[src/rtl/mssd_frame_tx.sv]
// rtl/mssd_frame_tx.sv - serial frame generator for the mssd demultiplexer input
module mssd_frame_tx #(
    parameter int PORT_W    = 2,
    parameter int CNT_W     = 6,
    parameter int IDLE_BITS = 1
) (
    input  logic              clk,
    input  logic              rst_n,
    input  logic              cmd_valid,
    output logic              cmd_ready,
    input  logic [PORT_W-1:0] cmd_port,
    input  logic [CNT_W-1:0]  cmd_count,
    input  logic              byte_valid,
    output logic              byte_ready,
    input  logic [7:0]        byte_data,
    output logic              s_out,
    output logic              busy,
    output logic              frame_done,
    output logic              underrun
);

    typedef enum logic [2:0] {
        ST_IDLE,
        ST_START,
        ST_PORT,
        ST_CNT,
        ST_DATA,
        ST_GAP
    } state_t;

    // One shared bit counter serves the port, count, data and gap fields.
    localparam int BC_W = 16;
    localparam logic [BC_W-1:0] PORT_LAST = BC_W'(PORT_W - 1);
    localparam logic [BC_W-1:0] CNT_LAST  = BC_W'(CNT_W - 1);
    localparam logic [BC_W-1:0] DATA_LAST = BC_W'(7);
    localparam logic [BC_W-1:0] GAP_LAST  = BC_W'(IDLE_BITS - 1);
    // Wraps to all ones when IDLE_BITS==1, so it never matches; that case
    // raises frame_done on gap entry instead.
    localparam logic [BC_W-1:0] GAP_DONE  = BC_W'(IDLE_BITS - 2);

    state_t            state_q, state_d;
    logic              s_out_q, s_out_d;
    logic              busy_q, busy_d;
    logic              frame_done_q, frame_done_d;
    logic              underrun_q, underrun_d;
    logic [BC_W-1:0]   cnt_q, cnt_d;
    logic [PORT_W-1:0] port_q, port_d;
    logic [CNT_W-1:0]  cnt_sh_q, cnt_sh_d;
    logic [7:0]        data_sh_q, data_sh_d;
    logic [CNT_W-1:0]  byte_left_q, byte_left_d;
    logic [CNT_W-1:0]  fetch_left_q, fetch_left_d;
    logic              buf_full_q, buf_full_d;
    logic [7:0]        buf_data_q, buf_data_d;
    logic              aborted_q, aborted_d;
    logic              need_byte;
    logic              to_gap;
    logic              fetch;

    assign cmd_ready  = (state_q == ST_IDLE);
    assign byte_ready = ~buf_full_q && (fetch_left_q != '0) &&
                        (state_q inside {ST_START, ST_PORT, ST_CNT, ST_DATA});
    assign fetch      = byte_valid & byte_ready;

    assign s_out      = s_out_q;
    assign busy       = busy_q;
    assign frame_done = frame_done_q;
    assign underrun   = underrun_q;

    // Next-state, next line bit and byte buffer bookkeeping.
    always_comb begin
        state_d      = state_q;
        s_out_d      = 1'b1;
        frame_done_d = 1'b0;
        underrun_d   = 1'b0;
        cnt_d        = cnt_q;
        port_d       = port_q;
        cnt_sh_d     = cnt_sh_q;
        data_sh_d    = data_sh_q;
        byte_left_d  = byte_left_q;
        fetch_left_d = fetch_left_q;
        buf_full_d   = buf_full_q;
        buf_data_d   = buf_data_q;
        aborted_d    = aborted_q;
        need_byte    = 1'b0;
        to_gap       = 1'b0;

        if (fetch) begin
            buf_full_d   = 1'b1;
            buf_data_d   = byte_data;
            fetch_left_d = fetch_left_q - CNT_W'(1);
        end

        case (state_q)
            ST_IDLE: begin
                if (cmd_valid) begin
                    state_d      = ST_START;
                    s_out_d      = 1'b0;
                    port_d       = cmd_port;
                    cnt_sh_d     = cmd_count;
                    byte_left_d  = cmd_count;
                    fetch_left_d = cmd_count;
                    buf_full_d   = 1'b0;
                    aborted_d    = 1'b0;
                    cnt_d        = '0;
                end
            end
            ST_START: begin
                state_d = ST_PORT;
                s_out_d = port_q[0];
                port_d  = port_q >> 1;
                cnt_d   = '0;
            end
            ST_PORT: begin
                if (cnt_q == PORT_LAST) begin
                    state_d  = ST_CNT;
                    s_out_d  = cnt_sh_q[0];
                    cnt_sh_d = cnt_sh_q >> 1;
                    cnt_d    = '0;
                end else begin
                    s_out_d = port_q[0];
                    port_d  = port_q >> 1;
                    cnt_d   = cnt_q + BC_W'(1);
                end
            end
            ST_CNT: begin
                if (cnt_q == CNT_LAST) begin
                    if (byte_left_q == '0) begin
                        to_gap = 1'b1;
                    end else begin
                        need_byte = 1'b1;
                    end
                end else begin
                    s_out_d  = cnt_sh_q[0];
                    cnt_sh_d = cnt_sh_q >> 1;
                    cnt_d    = cnt_q + BC_W'(1);
                end
            end
            ST_DATA: begin
                if (cnt_q == DATA_LAST) begin
                    if (byte_left_q == '0) begin
                        to_gap = 1'b1;
                    end else begin
                        need_byte = 1'b1;
                    end
                end else begin
                    s_out_d   = data_sh_q[0];
                    data_sh_d = data_sh_q >> 1;
                    cnt_d     = cnt_q + BC_W'(1);
                end
            end
            ST_GAP: begin
                if (cnt_q == GAP_LAST) begin
                    state_d = ST_IDLE;
                    cnt_d   = '0;
                end else begin
                    cnt_d        = cnt_q + BC_W'(1);
                    frame_done_d = (cnt_q == GAP_DONE) && !aborted_q;
                end
            end
            default: begin
                state_d = ST_IDLE;
            end
        endcase

        if (to_gap) begin
            state_d      = ST_GAP;
            cnt_d        = '0;
            frame_done_d = (IDLE_BITS == 1);
        end

        // Start of a new byte: move the buffer into the shifter, or abort
        // the frame when the byte has not arrived in time.
        if (need_byte) begin
            if (buf_full_q) begin
                state_d     = ST_DATA;
                s_out_d     = buf_data_q[0];
                data_sh_d   = {1'b0, buf_data_q[7:1]};
                buf_full_d  = 1'b0;
                byte_left_d = byte_left_q - CNT_W'(1);
                cnt_d       = '0;
            end else begin
                state_d      = ST_GAP;
                cnt_d        = '0;
                underrun_d   = 1'b1;
                aborted_d    = 1'b1;
                fetch_left_d = '0;
                byte_left_d  = '0;
                buf_full_d   = 1'b0;
            end
        end

        busy_d = (state_d != ST_IDLE);
    end

    // State and registered outputs; reset returns the line high at once.
    always_ff @(posedge clk or negedge rst_n) begin
        if (!rst_n) begin
            state_q      <= ST_IDLE;
            s_out_q      <= 1'b1;
            busy_q       <= 1'b0;
            frame_done_q <= 1'b0;
            underrun_q   <= 1'b0;
            cnt_q        <= '0;
            port_q       <= '0;
            cnt_sh_q     <= '0;
            data_sh_q    <= '0;
            byte_left_q  <= '0;
            fetch_left_q <= '0;
            buf_full_q   <= 1'b0;
            buf_data_q   <= '0;
            aborted_q    <= 1'b0;
        end else begin
            state_q      <= state_d;
            s_out_q      <= s_out_d;
            busy_q       <= busy_d;
            frame_done_q <= frame_done_d;
            underrun_q   <= underrun_d;
            cnt_q        <= cnt_d;
            port_q       <= port_d;
            cnt_sh_q     <= cnt_sh_d;
            data_sh_q    <= data_sh_d;
            byte_left_q  <= byte_left_d;
            fetch_left_q <= fetch_left_d;
            buf_full_q   <= buf_full_d;
            buf_data_q   <= buf_data_d;
            aborted_q    <= aborted_d;
        end
    end

endmodule

[config.mk]
export PLATFORM = sky130hd
export DESIGN_NAME = mssd_frame_tx
export DESIGN_NICKNAME = d
export VERILOG_FILES = /design/src/rtl/mssd_frame_tx.sv
export SDC_FILE = /design/constraint.sdc
export NUM_CORES = 1
export LEC_CHECK = 0
export ABC_CLOCK_PERIOD_IN_PS = 4290
export CORE_MARGIN = 8
export CORE_UTILIZATION = 36
export CTS_BUF_LIST = sky130_fd_sc_hd__clkbuf_4
export DETAILED_ROUTE_END_ITERATION = 10
export HOLD_SLACK_MARGIN = 0.1
export PLACE_DENSITY = 0.59
export SLEW_MARGIN = 15
export SYNTH_ARGS = -nofsm -noshare
export SYNTH_HDL_FRONTEND = slang
export SYNTH_SLANG_ARGS = --single-unit
[constraint.sdc]
create_clock -name clk -period 4.29 [get_ports clk]
set_clock_uncertainty 0.2 [all_clocks]
set_input_delay 0.858 -clock clk [delete_from_list [all_inputs] [get_ports clk]]
set_output_delay 0.858 -clock clk [all_outputs]
set_load 0.01 [all_outputs]
==> flow_metrics.tcl, run 1 <==
set metrics [dict create \
    status "complete, no violations" \
    rsz0062_at_grt "no" \
    slew-limit-headroom_pct 37.52 \
    yosysWarnings 0 \
    drtAntennaViolNets 0 \
    syn-instance-count 377 \
    critPathRequiredTime_ns 3.23 \
    postCtsResizedCells 0 \
    critPathKind "reg2out" \
    async_flop_share_pct 100.0 \
    syn-cell-area_sq_um 3541 \
    area_delta_synth_final_pct 13.53 \
    reg2reg_depth 5 \
    drt_pre_antenna_iters 4 \
    p_leak_nw 1.698 \
    start_util_pct 36.73 \
    cts_made_buffers 9 \
    hold_ws_ns 0.2543 \
    tightest_slew_ns 0.9353 \
    drv_cap 0 \
    gp_congestion 0.8765 \
    reg2reg_setup_slack_ns 1.25 \
    cp-start-kind "register" \
    hold_path_class "reg2reg" \
    tns_ns 0 \
    die-area_sq_um 13270 \
    grt_pass1_vias 2824 \
    endpoint_kind "output pin" \
    power_mw 2.267 \
    clk_pin_slew_ns 0.11 \
    hold_path_depth 1 \
    vias_per_cell 5.431 \
    cts_root_buffer "clkbuf_4" \
    clock_latency_ns 0.40 \
    max_freq_mhz 282.6 \
    io_pins 26 \
    die_w_um 115.2 \
    hold_viol 0 \
    diodes 0 \
    antenna_found_initial 0 \
    ir_worst_vdd_v 0.0001829 \
    die_h_um 115.2 \
    finalSetupViolations 0 \
    wirelength_um 8405 \
    power_density_nw_per_um2 563.8 \
    clockBufferDepth 2 \
    tritoncts "built" \
    slew_viol_final 0 \
    grt_pass1_wl_um 14210 \
    post_drt_wl_per_cell_um 15.74 \
    drive_above_1_share_pct 12.47 \
    ys_types 59 \
    overflow 0 \
    synth_seq_cells 61 \
    grtUsageTotal_pct 13.44 \
    avgSynthCellArea_sq_um 9.392 \
    htree_levels 3 \
    post-route-drc-count 0 \
    floorplan.rows 36 \
    vias 2900 \
    dp_hpwl_um 5962 \
    synth_edf_count 0 \
    synth_flop_cell "dfrtp_1" \
    grt_max_degree 40 \
    io_buffers 25 \
    cts.sinks 61 \
    final_nets 427 \
    cp.arrival_ns 2.48 \
    finalCritPeriodShare_pct 82.48 \
    post-route-min-period_ns 3.538 \
    worstPathMaxFanout 19 \
    cts_setup_buffers 0 \
    postCtsHoldBufs 0 \
    core-area_sq_um 9639 \
    syn-num-nets 408 \
    ys_seq_area_share_pct 43.14 \
    first_iter_violations 219 \
]
==> metrics by stage <==
stage / cell area, sq um / util (%) / setup slack [ns] / cells
finish: 4020 / 41.71 / 0.7515 / 534
global route: 4020 / 41.71 / 0.5771 / 534
CTS: 4020 / 41.71 / 0.7685 / 534
detailed placement: 3891 / 40.37 / 1.235 / 518
global placement: 3891 / 40.37 / 1.216 / 518
floorplan: 3541 / - / 1.902 / 377
==> path summary, 6_finish.rpt <==
kind | start | end
max | state_q[0] | byte_ready
max in group asynchronous | rst_n | state_q[2]
min in group asynchronous | rst_n | cnt_q[6]
max reg2reg | cnt_q[3] | byte_left_q[3]
min | byte_left_q[0] | byte_left_q[0]
min reg2reg | byte_left_q[0] | byte_left_q[0]
==> registers in the layout (all words and copies together), names as in the netlist, 2 cells and up <==
name	flops
data_sh_q	8
cnt_q	16
port_q	2
fetch_left_q	6
cnt_sh_q	6
buf_data_q	8
state_q	3
byte_left_q	6
==> critical path: stages (launching register included) <==
cell             delay [ns]
dfrtp_1                0.72
nor2_1                 0.21
xnor2_1                0.43
and2_1                 0.19
clkdlybuf4s50_1        0.54
==> layer usage <==
metal	wire, um	track usage, %	share of wire, %	vias up
met2	3896	21.12	46	51
met4	79	3.678	0.94	0
met5	0	0	0	-
met1	4078	17.33	49	1435
li1	-	-	-	1410
met3	351	4.254	4.2	4
==> where the power goes <==
part           internal, mW  total (mW)  leakage, nW  switching, mW
Clock                 0.178       0.388       0.0689          0.210
Combinational         0.434       0.929        0.861          0.495
Sequential            0.774       0.950        0.768          0.176
==> cell type report <==
class                      count  area [sq um]
clock buffer                  10         75.07
clock inverter                 6         53.80
fill                         979          5619
inverter                      14         52.55
multi-input combinational    283          1884
sequential                    61          1528
tap                          133         166.4
timing repair buffer          27         260.3
==> Yosys cell counts, types with 8 or more instances <==
library cell	n	area [sq um]
a21oi_1	16	80.08
clkbuf_1	14	52.55
dfrtp_1	60	1501
ha_1	11	137.6
inv_1	14	52.55
mux2_2	23	259.0
mux2i_1	9	90.09
nand2_1	52	195.2
nand3_1	10	50.05
nand4_1	8	50.05
nor2_1	31	116.4
nor3_1	13	65.06
o211ai_1	15	112.6
==> placed cells by master, fill, tap and decap left out, types with 11 or more instances in the layout <==
cell type / instances
dfrtp_1: 60
nand2_1: 52
nor2_1: 31
clkdlybuf4s50_1: 24
mux2_2: 23
a21oi_1: 16
o211ai_1: 15
inv_1: 14
nor3_1: 13
ha_1: 11
==> kinds of logic after synthesis <==
family	synth area share, %
mux	9.859
xor+xnor	1.731
buf+inv	3.639
simple gates	21.27
flops	43.15
compound gates	16.47
fa+ha+maj	3.887
Power figures use the tool's default switching activity.
==> inputs of run 2 (changes only) <==
--- a/config.mk
+++ b/config.mk
@@ -5,7 +5,7 @@
 export SDC_FILE = /design/constraint.sdc
 export NUM_CORES = 1
 export LEC_CHECK = 0
-export ABC_CLOCK_PERIOD_IN_PS = 4290
+export ABC_CLOCK_PERIOD_IN_PS = 3480
 export CORE_MARGIN = 8
 export CORE_UTILIZATION = 36
 export CTS_BUF_LIST = sky130_fd_sc_hd__clkbuf_4
==> constraint.sdc (replaced) <==
create_clock -name clk -period 3.48 [get_ports clk]
set_clock_uncertainty 0.2 [all_clocks]
set_input_delay 0.696 -clock clk [delete_from_list [all_inputs] [get_ports clk]]
set_output_delay 0.696 -clock clk [all_outputs]
set_load 0.01 [all_outputs]
==> run 2 against run 1 <==
  * Register-to-register slack got worse by 0.86 ns
  * Die area unchanged
  * Total power increased by 25%
  * Core utilization increased by 0.51 points
  * Clock-buffer cell count increased by 1
  * Cell count increased by 0.75%
  * Sequential share of layout area decreased by 0.46 points
  * First-iteration DRC count increased by 17%
  * Global-route usage increased by 0.061 points
  * Sequential power increased by 19%
  * Wire length about the same
==> flow_metrics.tcl, run 2 (synthesis results as in run 1) <==
set metrics [dict create \
    reg2reg_depth 5 \
    cpPeakStageDelay_ns 0.57 \
    endpoint_kind "output pin" \
    mostFrequentLayoutCell "dfrtp_1" \
    htree_levels 3 \
    finalCritPeriodShare_pct 90.79 \
    drv_cap 0 \
    hold_ws_ns 0.1353 \
    vias_per_cell 5.396 \
    cts_root_buffer "clkbuf_4" \
    diodes 0 \
    rsz0062_at_grt "no" \
    post-route-min-period_ns 3.160 \
    worstPathMaxFanout 14 \
    cts_setup_buffers 0 \
    status "complete, no violations" \
    setup_ws_ns 0.3204 \
    final_cell_mix "dfrtp_1 (60), nand2_1 (52), nor2_1 (31)" \
    power_density_nw_per_um2 694.9 \
    post_drt_wl_per_cell_um 15.64 \
    drive_above_1_share_pct 13.83 \
    ir_worst_vdd_v 0.0002320 \
    critPathRequiredTime_ns 2.58 \
    fin_area_sq_um 4069 \
    gp_congestion 0.8702 \
    hold_path_class "in2async" \
    tritoncts "built" \
    crit_slowest_cell "dfrtp_1" \
    final_util_pct 42.21 \
    clk_pin_slew_ns 0.12 \
    placed_cells 522 \
    cp_num_buf_inv 1 \
    core-area_sq_um 9639 \
    max_freq_mhz 316.5 \
    vias 2903 \
    overflow 0 \
    grt_pass1_wl_um 14170 \
    hold_viol 0 \
    die_w_um 115.2 \
    die-area_sq_um 13270 \
    cts_made_buffers 9 \
    postCtsResizedCells 0 \
    crit_cells 3 \
    tightest_slew_ns 0.8827 \
    io_buffers 25 \
    crit_chain "xnor2_1 > and2_1 > clkdlybuf4s50_1" \
    largest_register_ffs 16 \
    floorplan.rows 36 \
    power_mw 2.828 \
    start_util_pct 36.73 \
    post-route-drc-count 0 \
    pre_cts_slack_ns 0.4777 \
    die_h_um 115.2 \
    area_delta_synth_final_pct 14.91 \
    critPathKind "reg2out" \
    clockBufferDepth 2 \
    grt_pass1_vias 2855 \
    finalSetupViolations 0 \
    first_iter_violations 256 \
    slew_viol_final 0 \
    postCtsHoldBufs 0 \
    cp.arrival_ns 2.26 \
    clock_latency_ns 0.41 \
    p_leak_nw 1.730 \
    drt_pre_antenna_iters 4 \
    tns_ns 0 \
    placed_cell_area_sq_um 3934 \
    final_nets 431 \
    antenna_found_initial 0 \
    layout.cells.non_filler 538 \
    grtUsageTotal_pct 13.50 \
    critPathTopFamily "flip-flops" \
    drtAntennaViolNets 0 \
    dp_hpwl_um 6110 \
    cp-start-kind "register" \
    cts.sinks 61 \
    grt_max_degree 33 \
    top_register "cnt_q" \
    io_pins 26 \
    wirelength_um 8413 \
    slew-limit-headroom_pct 41.15 \
    largestRegisters "cnt_q (16), buf_data_q (8), data_sh_q (8)" \
]
run 2: metal layers:
metal  vias up  GRT usage [%]  wire length (um)
li1       1419              -                 -
met1      1397          17.20              3859
met2        74          21.71              3970
met3        13          2.574               432
met4         0          6.042               151
met5         -              0                 0
run 2: final timing paths:
path | start | end | slack (ns)
setup / recovery | state_q[2] | byte_ready | 0.32
hold / removal | rst_n | fetch_left_q[4] | 0.14
setup reg to reg | cnt_q[10] | cnt_q[11] | 0.39
hold reg to reg | byte_left_q[0] | byte_left_q[0] | 0.26
max in group asynchronous | rst_n | s_out | 2.26
min in group clk | byte_left_q[0] | byte_left_q[0] | 0.26
run 2: report_power, final:
| group | internal, mW | leakage [nW] | switching (mW) |
|---|---|---|---|
| combinational | 0.551 | 0.883 | 0.640 |
| sequential | 0.954 | 0.768 | 0.178 |
| clock | 0.232 | 0.0782 | 0.272 |
run 2: layout make-up:
type                            instances  area, sq um
Multi-Input combinational cell        283         1884
Sequential cell                        61         1528
Fill cell                             962         5570
Clock inverter                          5        52.55
Clock buffer                           11        82.58
Timing Repair Buffer                   31        302.8
Tap cell                              133        166.4
Inverter                               14        52.55
==> inputs of run 3 (changes only) <==
--- a/config.mk
+++ b/config.mk
@@ -5,6 +5,7 @@
 export SDC_FILE = /design/constraint.sdc
 export NUM_CORES = 1
 export LEC_CHECK = 0
+export ABC_AREA = 1
 export ABC_CLOCK_PERIOD_IN_PS = 3480
 export CORE_MARGIN = 8
 export CORE_UTILIZATION = 36
==> run 3 against run 2 <==
  * Sequential share of layout area fell by 1.9 points
  * Non-clock buffer count shrank 4
  * Wire length up 6.1%
==> flow_metrics.tcl, run 3 <==
set metrics [dict create \
    status "complete, no violations" \
    floorplan.rows 37 \
    start_util_pct 36.86 \
    pwr-share-comb_pct 40.2 \
    diodes 0 \
    syn-instance-count 517 \
    p_leak_nw 2.198 \
    endpoint_kind "output pin" \
    grt_pass1_vias 3310 \
    synth_seq_cells 61 \
    cp.arrival_ns 2.09 \
    fillCellCount 1065 \
    ys_types 36 \
    synth.most_common_cell "nand2_1" \
    postCtsResizedCells 0 \
    mostFrequentLayoutCell "nand2_1" \
    overflow 0 \
    postCtsHoldBufs 0 \
    syn-num-nets 548 \
    syn-cell-area_sq_um 3771 \
    pre_cts_slack_ns 0.9316 \
    io_buffers 25 \
    vias 3320 \
    synth.top_cell.area_share_pct 39.81 \
    synth_flop_cell "dfrtp_1" \
    finalCritPeriodShare_pct 85.76 \
    ys_seq_area_share_pct 40.51 \
    setup_ws_ns 0.4956 \
    finalSetupViolations 0 \
    top_register "cnt_q" \
    tightest_slew_ns 0.9477 \
    p_clk_share_pct 20.4 \
    tns_ns 0 \
    worstPathMaxFanout 7 \
    reg2reg_setup_slack_ns 0.92 \
    clk_pin_slew_ns 0.11 \
    cts_setup_buffers 0 \
    slew-limit-headroom_pct 36.82 \
    critPathRequiredTime_ns 2.58 \
    dp_hpwl_um 6480 \
    clockBufferDepth 2 \
    vias_per_cell 4.840 \
    die-area_sq_um 14010 \
    power_switching_mw 1.193 \
    rsz0062_at_grt "no" \
    first_iter_violations 158 \
    post-route-drc-count 0 \
    critPathKind "reg2out" \
    synth_edf_count 0 \
    htree_levels 3 \
    max_freq_mhz 335.1 \
    p_int_mw 1.629 \
    antenna_found_initial 0 \
    yosysWarnings 0 \
    cts_made_buffers 9 \
    area_delta_synth_final_pct 13.64 \
    hold_path_class "in2async" \
    die_h_um 118.4 \
    cp-start-kind "register" \
    avgSynthCellArea_sq_um 7.294 \
    power_density_nw_per_um2 658.4 \
    io_pins 26 \
    cts.sinks 61 \
    drtAntennaViolNets 0 \
    tritoncts "built" \
    seq_power_share_pct 39.5 \
    largest_register_ffs 16 \
    ys_top_cells_by_count "nand2_1 (172), dfrtp_1 (60), nor2_1 (57), inv_1 (53), nand3_1 (40)" \
    async_flop_share_pct 100.0 \
    placed_cells 670 \
    yosysTopAreaCell "dfrtp_1" \
    final_cell_mix "nand2_1 (172), dfrtp_1 (60), nor2_1 (57)" \
    wirelength_um 8929 \
    final_util_pct 41.89 \
    final_nets 576 \
    synth_area_leaders "dfrtp_1 (40%), nand2_1 (17%), nor2_1 (5.7%)" \
    post-route-min-period_ns 2.984 \
    grt_max_degree 43 \
    grt_pass1_wl_um 15760 \
    hold_viol 0 \
    die_w_um 118.4 \
    largestRegisters "cnt_q (16), buf_data_q (8), data_sh_q (8)" \
    drive_above_1_share_pct 7.818 \
    grtUsageTotal_pct 13.68 \
    drv_cap 0 \
    slew_viol_final 0 \
    cts_root_buffer "clkbuf_4" \
    gp_congestion 0.8407 \
    clock_latency_ns 0.41 \
    drt_pre_antenna_iters 5 \
    core-area_sq_um 10230 \
    power_mw 2.822 \
    layout.cells.non_filler 686 \
    ir_worst_vdd_v 0.0003113 \
    post_drt_wl_per_cell_um 13.02 \
    switching_share_pct 42.27 \
]
==> run 3: cell types whose count changed after synthesis, sizes merged, moves of 5 or more <==
cell     before  now
a211oi        5    0
and3          5    0
clkbuf       14    1
inv          14   58
mux2         23    0
nand2        52  178
nand3        10   44
nand4         9   18
nor2         32   62
nor3         13    6
o2111ai       7    0
o211ai       16    5
o21ai        12   30
or3           5    0
==> run 3: worst paths after layout <==
kind                                from              end  depth (start not counted)
max                           state_q[1]       byte_ready                          6
min                                rst_n         cnt_q[8]                          1
max reg2reg                     cnt_q[0]  fetch_left_q[4]                          8
min reg2reg                buf_data_q[5]     data_sh_q[4]                          2
max in group asynchronous          rst_n      cnt_sh_q[0]                          2
min in group clk           buf_data_q[5]     data_sh_q[4]                          2
==> run 3: worst max-delay path, cell delays in order, from the launching register on <==
cell	delay (ns)
dfrtp_1	0.52
nor2_4	0.20
nand2_4	0.10
nand2_1	0.14
nand3_2	0.10
inv_1	0.07
clkdlybuf4s50_1	0.54
==> run 3: metal layers <==
layer	global-route usage [%]	wire (um)
met2	22.10	4201
met5	0	0
met4	5.845	105
met1	17.11	4213
met3	3.332	409
==> run 3: through the flow <==
step           instance area, sq um  hold slack [ns]
2_1_floorplan                  3771           0.2004
3_3_place_gp                   4123           0.2573
3_5_place_dp                   4123           0.2632
4_1_cts                        4285           0.2213
5_1_grt                        4285           0.2602
6_report                       4285           0.2159
==> run 3: cells by family after synthesis <==
logic type / Yosys count / synth area share (%)
compound gates: 51 / 7.333
simple gates: 312 / 37.23
mux: 5 / 1.327
xor+xnor: 8 / 1.858
buf+inv: 69 / 8.095
fa+ha+maj: 11 / 3.650
flops: 61 / 40.51
==> run 3: area by class of cell <==
type,count,area [sq um],share of cell area (%)
Clock buffer,10,75.07,1.752
Clock inverter,6,87.58,2.044
Inverter,59,226.5,5.285
Multi-Input combinational cell,387,1938,45.23
Sequential cell,61,1528,35.65
Tap cell,136,170.2,3.971
Timing Repair Buffer,27,260.3,6.073
==> run 3: power by group through the flow <==
stage               Combinational (mW)  Clock (mW)  Sequential (mW)
detailed placement                1.13           0             1.12
CTS                               1.14       0.604             1.11
global placement                  1.11           0             1.12
floorplan                        0.898           0             1.06
global route                      1.33       0.623             1.15
finish                            1.13       0.575             1.11
